--- src/rtl/apb3_master.sv ---
// APB3 initiator: turns a single-outstanding command/response handshake into
// APB3 SETUP/ACCESS transfers, with an optional PREADY timeout.
module apb3_master #(
  parameter int ADDRESS_WIDTH  = 16,
  parameter int BUS_WIDTH      = 4,
  parameter int TIMEOUT_CYCLES = 255
) (
  input  logic                     clk,
  input  logic                     rst,
  input  logic                     cmd_valid,
  output logic                     cmd_ready,
  input  logic                     cmd_write,
  input  logic [ADDRESS_WIDTH-1:0] cmd_addr,
  input  logic [BUS_WIDTH*8-1:0]   cmd_wdata,
  output logic                     rsp_valid,
  output logic [BUS_WIDTH*8-1:0]   rsp_rdata,
  output logic                     rsp_error,
  output logic                     rsp_timeout,
  output logic [ADDRESS_WIDTH-1:0] m_apb_paddr,
  output logic                     m_apb_psel,
  output logic                     m_apb_penable,
  input  logic                     m_apb_pready,
  output logic                     m_apb_pwrite,
  output logic [BUS_WIDTH*8-1:0]   m_apb_pwdata,
  input  logic [BUS_WIDTH*8-1:0]   m_apb_prdata,
  input  logic                     m_apb_pslverror
);

  localparam int DW = BUS_WIDTH * 8;
  // A disabled timeout still keeps a 1-bit counter so no zero-width vector appears
  localparam int CW = (TIMEOUT_CYCLES > 0) ? $clog2(TIMEOUT_CYCLES + 1) : 1;
  localparam logic [CW-1:0] CNT_LAST = (TIMEOUT_CYCLES > 0) ? CW'(TIMEOUT_CYCLES - 1) : {CW{1'b0}};
  localparam logic [CW-1:0] CNT_MAX  = {CW{1'b1}};
  localparam logic          TIMEOUT_EN = (TIMEOUT_CYCLES != 0);

  typedef enum logic [1:0] {
    ST_IDLE   = 2'd0,
    ST_SETUP  = 2'd1,
    ST_ACCESS = 2'd2
  } state_t;

  state_t             state_r, state_s;
  logic [CW-1:0]      cnt_r, cnt_s;
  logic               psel_r, psel_s;
  logic               penable_r, penable_s;
  logic               pwrite_r, pwrite_s;
  logic [ADDRESS_WIDTH-1:0] paddr_r, paddr_s;
  logic [DW-1:0]      pwdata_r, pwdata_s;
  logic               rsp_valid_r, rsp_valid_s;
  logic [DW-1:0]      rsp_rdata_r, rsp_rdata_s;
  logic               rsp_error_r, rsp_error_s;
  logic               rsp_timeout_r, rsp_timeout_s;
  logic               cmd_ready_s;

  assign cmd_ready_s   = (state_r == ST_IDLE) && !rst;
  assign cmd_ready     = cmd_ready_s;
  assign m_apb_psel    = psel_r;
  assign m_apb_penable = penable_r;
  assign m_apb_pwrite  = pwrite_r;
  assign m_apb_paddr   = paddr_r;
  assign m_apb_pwdata  = pwdata_r;
  assign rsp_valid     = rsp_valid_r;
  assign rsp_rdata     = rsp_rdata_r;
  assign rsp_error     = rsp_error_r;
  assign rsp_timeout   = rsp_timeout_r;

  // Next-state and next-output logic for the transfer sequencer
  always_comb begin
    state_s       = state_r;
    cnt_s         = cnt_r;
    psel_s        = psel_r;
    penable_s     = penable_r;
    pwrite_s      = pwrite_r;
    paddr_s       = paddr_r;
    pwdata_s      = pwdata_r;
    rsp_valid_s   = 1'b0;
    rsp_rdata_s   = rsp_rdata_r;
    rsp_error_s   = rsp_error_r;
    rsp_timeout_s = rsp_timeout_r;
    case (state_r)
      ST_IDLE: begin
        if (cmd_valid && cmd_ready_s) begin
          paddr_s   = cmd_addr;
          pwrite_s  = cmd_write;
          pwdata_s  = cmd_write ? cmd_wdata : {DW{1'b0}};
          psel_s    = 1'b1;
          penable_s = 1'b0;
          state_s   = ST_SETUP;
        end else begin
          state_s   = ST_IDLE;
        end
      end
      ST_SETUP: begin
        penable_s = 1'b1;
        cnt_s     = {CW{1'b0}};
        state_s   = ST_ACCESS;
      end
      ST_ACCESS: begin
        if (m_apb_pready) begin
          psel_s        = 1'b0;
          penable_s     = 1'b0;
          state_s       = ST_IDLE;
          rsp_valid_s   = 1'b1;
          rsp_error_s   = m_apb_pslverror;
          rsp_timeout_s = 1'b0;
          rsp_rdata_s   = pwrite_r ? {DW{1'b0}} : m_apb_prdata;
        end else if (TIMEOUT_EN && (cnt_r == CNT_LAST)) begin
          psel_s        = 1'b0;
          penable_s     = 1'b0;
          state_s       = ST_IDLE;
          rsp_valid_s   = 1'b1;
          rsp_error_s   = 1'b1;
          rsp_timeout_s = 1'b1;
          rsp_rdata_s   = {DW{1'b0}};
        end else if (cnt_r != CNT_MAX) begin
          cnt_s = cnt_r + CW'(1);
        end else begin
          cnt_s = cnt_r;
        end
      end
      default: begin
        state_s   = ST_IDLE;
        psel_s    = 1'b0;
        penable_s = 1'b0;
      end
    endcase
  end

  // State and registered-output update with synchronous reset
  always_ff @(posedge clk) begin
    if (rst) begin
      state_r       <= ST_IDLE;
      cnt_r         <= {CW{1'b0}};
      psel_r        <= 1'b0;
      penable_r     <= 1'b0;
      pwrite_r      <= 1'b0;
      paddr_r       <= {ADDRESS_WIDTH{1'b0}};
      pwdata_r      <= {DW{1'b0}};
      rsp_valid_r   <= 1'b0;
      rsp_rdata_r   <= {DW{1'b0}};
      rsp_error_r   <= 1'b0;
      rsp_timeout_r <= 1'b0;
    end else begin
      state_r       <= state_s;
      cnt_r         <= cnt_s;
      psel_r        <= psel_s;
      penable_r     <= penable_s;
      pwrite_r      <= pwrite_s;
      paddr_r       <= paddr_s;
      pwdata_r      <= pwdata_s;
      rsp_valid_r   <= rsp_valid_s;
      rsp_rdata_r   <= rsp_rdata_s;
      rsp_error_r   <= rsp_error_s;
      rsp_timeout_r <= rsp_timeout_s;
    end
  end

endmodule

--- config.mk ---
export PLATFORM = sky130hd
export DESIGN_NAME = apb3_master
export DESIGN_NICKNAME = d
export VERILOG_FILES = /design/src/rtl/apb3_master.sv
export SDC_FILE = /design/constraint.sdc
export NUM_CORES = 1
export LEC_CHECK = 0
export ABC_AREA = 1
export CAP_MARGIN = 30
export CORE_ASPECT_RATIO = 2
export CORE_UTILIZATION = 42
export DETAILED_ROUTE_END_ITERATION = 6
export PLACE_DENSITY = 0.81
export SLEW_MARGIN = 10
export SYNTH_ARGS = -nofsm -noshare
export SYNTH_HDL_FRONTEND = slang
export SYNTH_SLANG_ARGS = --single-unit
--- constraint.sdc ---
create_clock -name clk -period 2.2 [get_ports clk]
set_clock_uncertainty 0.2 [all_clocks]
set_input_delay 0.44 -clock clk [delete_from_list [all_inputs] [get_ports clk]]
set_output_delay 0.44 -clock clk [all_outputs]
set_load 0.05 [all_outputs]
==> flow_metrics.env <==
export IMPL_wl_um=10820
export IMPL_hpwl_um=7978
export IMPL_pwr_density_cell_nw_per_um2=732.8
export IMPL_critPathSlowestCell="clkdlybuf4s50_1"
export IMPL_multi_input_area_sq_um=1665
export IMPL_arrival_ps=1520
export IMPL_ys_seq_area_frac=0.5020
export IMPL_firstDrtPassIters=4
export IMPL_synth_simple_gate_area_frac=0.2977
export IMPL_synth_top_family_by_area="simple AND/OR/NAND/NOR gates"
export IMPL_io_buffers=172
export IMPL_rrSetupSlack_ps=270
export IMPL_ys_top_cells_by_count="nand2_1, dfxtp_1, a21oi_1"
export IMPL_core_area_sq_um=8890
export IMPL_synth_edf_count=0
export IMPL_layout_min_cycle_time_ps=2159
export IMPL_vias=3756
export IMPL_outcome="finished clean"
export IMPL_gr_total_overflow=0
export IMPL_holdCritPathClass="flip-flop to flip-flop"
export IMPL_synth_area_leaders="dfxtp_1, nand2_1, a21oi_2"
export IMPL_syn_num_nets=568
export IMPL_drv_cap=0
export IMPL_place_congestion=1.027
export IMPL_drive_above_1_share=0.1587
export IMPL_crit_type="flip-flop to primary output"
export IMPL_cts_resized=0
export IMPL_die_x_um=69.51
export IMPL_ys_ff_latch=96
export IMPL_cp_required_ps=1560
export IMPL_p_leak_nw=2.228
export IMPL_syn_area_sq_um=3829
export IMPL_initial_core_util=0.4307
export IMPL_fin_cells=751
export IMPL_vdd_ir_drop_max_v=0.0004455
export IMPL_tightestPinTransition_ps=559.6
export IMPL_slew_headroom=0.6258
export IMPL_clk_pin_slew_ps=60
export IMPL_clk_latency_ps=340
export IMPL_power_mw=4.330
export IMPL_setup_viol_count_final=0
export IMPL_postSynthCellCount=480
export IMPL_rows=49
export IMPL_grt_pass1_wl_um=17230
export IMPL_io_pins=173
export IMPL_regArea_sq_um=1922
export IMPL_drtAntennaViolNets=0
export IMPL_nets=732
export IMPL_synthMostInstantiatedCell="nand2_1"
export IMPL_ys_types=25
export IMPL_n_antenna_cell=0
export IMPL_synth_xor_area_frac=0
export IMPL_report_final_hold_viol_count=0
export IMPL_htree_levels=3
export IMPL_synth_compound_area_share=0.1307
export IMPL_fmaxAchievable_mhz=463.3
export IMPL_cts_root_buf="clkbuf_16"
export IMPL_wl_per_cell_um=14.40
export IMPL_die_area_sq_um=9525
export IMPL_synthAdderAreaFrac=0.006536
export IMPL_fill_cells=718
export IMPL_rsz0062_at_grt="false"
export IMPL_crit_buf_inv=1
export IMPL_grt_max_degree=40
export IMPL_cpLargestDelayFamily="buffers and inverters"
export IMPL_setup_tns_ps=0
export IMPL_cts_sinks=96
export IMPL_cp_start_kind="flip-flop"
export IMPL_async_flop_share=0
export IMPL_cts_tree="built"
export IMPL_grt_usage=0.2273
export IMPL_yosysWarnings=0
export IMPL_clockBufferDepth=2
export IMPL_numCtsBuffers=9
export IMPL_drc=0
export IMPL_place_inst=735
export IMPL_yosysTopAreaCell="dfxtp_1"
export IMPL_setup_slack_ps=41.42
export IMPL_synthDominantCellAreaShare=0.5020
export IMPL_cts_setup_buffers=0
export IMPL_worstSetupEndpointType="primary output"
export IMPL_final_max_slew_viol_count=0
export IMPL_cts_hold_buf=0
export IMPL_critical_path_max_stage_delay_ps=850
export IMPL_antenna_found_initial=0
export IMPL_crit_fanout=2
export IMPL_synth_flop_cell="dfxtp_1"
export IMPL_drtIter0Drc=238
export IMPL_area_growth_pct=54.31
export IMPL_fin_hold_ws_ps=263.3
export IMPL_synth_avg_cell_area_sq_um=7.976
export IMPL_viasPerCell=5.001
export IMPL_die_h_um=137.0
export IMPL_path_cells="clkdlybuf4s50_1"
export IMPL_pre_cts_slack_ps=186.9
export IMPL_synth_mux_area_frac=0
export IMPL_grt_pass1_vias=3675
export IMPL_fin_crit_sh=0.9812
per-stage QoR:
step,utilization,area [sq um]
after floorplan,-,3829
after global placement,0.6262,5567
after detailed placement,0.6262,5567
after CTS,0.6643,5906
after global routing,0.6646,5908
final,0.6646,5908
sequential cells by signal, summed over array words and instances, names as in the netlist:
signal and cells:
cnt_r 8, m_apb_paddr 16, m_apb_penable 1, m_apb_psel 1, m_apb_pwdata 32, m_apb_pwrite 1
rsp_error 1, rsp_rdata 32, rsp_timeout 1, rsp_valid 1, state_r 2
layer usage:
| metal | track usage | wire length, um | part of all wire |
|---|---|---|---|
| met5 | 0 | 0 | 0 |
| met4 | 0.1224 | 412 | 0.038 |
| met3 | 0.05155 | 647 | 0.060 |
| met2 | 0.4153 | 5884 | 0.54 |
| met1 | 0.2380 | 3873 | 0.36 |
path summary, 6_finish.rpt:
| path | startpoint | end | cells after the start |
|---|---|---|---|
| setup / recovery | rsp_rdata[13]$_SDFFE_PP0P_ | rsp_rdata[13] | 1 |
| hold / removal | rsp_rdata[19]$_SDFFE_PP0P_ | rsp_rdata[19]$_SDFFE_PP0P_ | 2 |
| setup reg to reg | cnt_r[0]$_SDFFE_PP0P_ | cnt_r[2]$_SDFFE_PP0P_ | 10 |
| hold reg to reg | rsp_rdata[19]$_SDFFE_PP0P_ | rsp_rdata[19]$_SDFFE_PP0P_ | 2 |
final cells by class:
cell class,count,area share
Clock buffer,11,0.04278
Tap cell,102,0.02160
Inverter,17,0.01186
Sequential cell,96,0.3253
Timing Repair Buffer,180,0.3020
Clock inverter,5,0.01461
Multi-Input combinational cell,340,0.2819
report_power, final:
part           total [mW]  switching (mW)  internal, mW
clock network        1.76           0.689          1.07
registers            1.85          0.0437          1.81
logic               0.722           0.425         0.296
layout by cell type, fill, tap and decap left out, types with 2 or more instances in the layout:
master and count:
a21oi_1 44, a21oi_2 30, bufinv_16 2, ha_1 2, clkdlybuf4s50_1 162, dfxtp_1 96, clkbuf_8 2, nor2_1 22
nand3_1 29, nand2_2 33, nor2_4 2, nand2_1 170, o21ai_0 2, inv_6 3, buf_12 2, clkbuf_16 9
buf_4 14, inv_1 14
kinds of logic after synthesis:
| group | Yosys count |
|---|---|
| AO/OA/AOI/OAI | 77 |
| flip-flops | 96 |
| adder cells (fa/ha/maj) | 2 |
| buffers and inverters | 44 |
| AND/OR/NAND/NOR | 261 |
No activity file was read; power rests on OpenSTA's default activity.
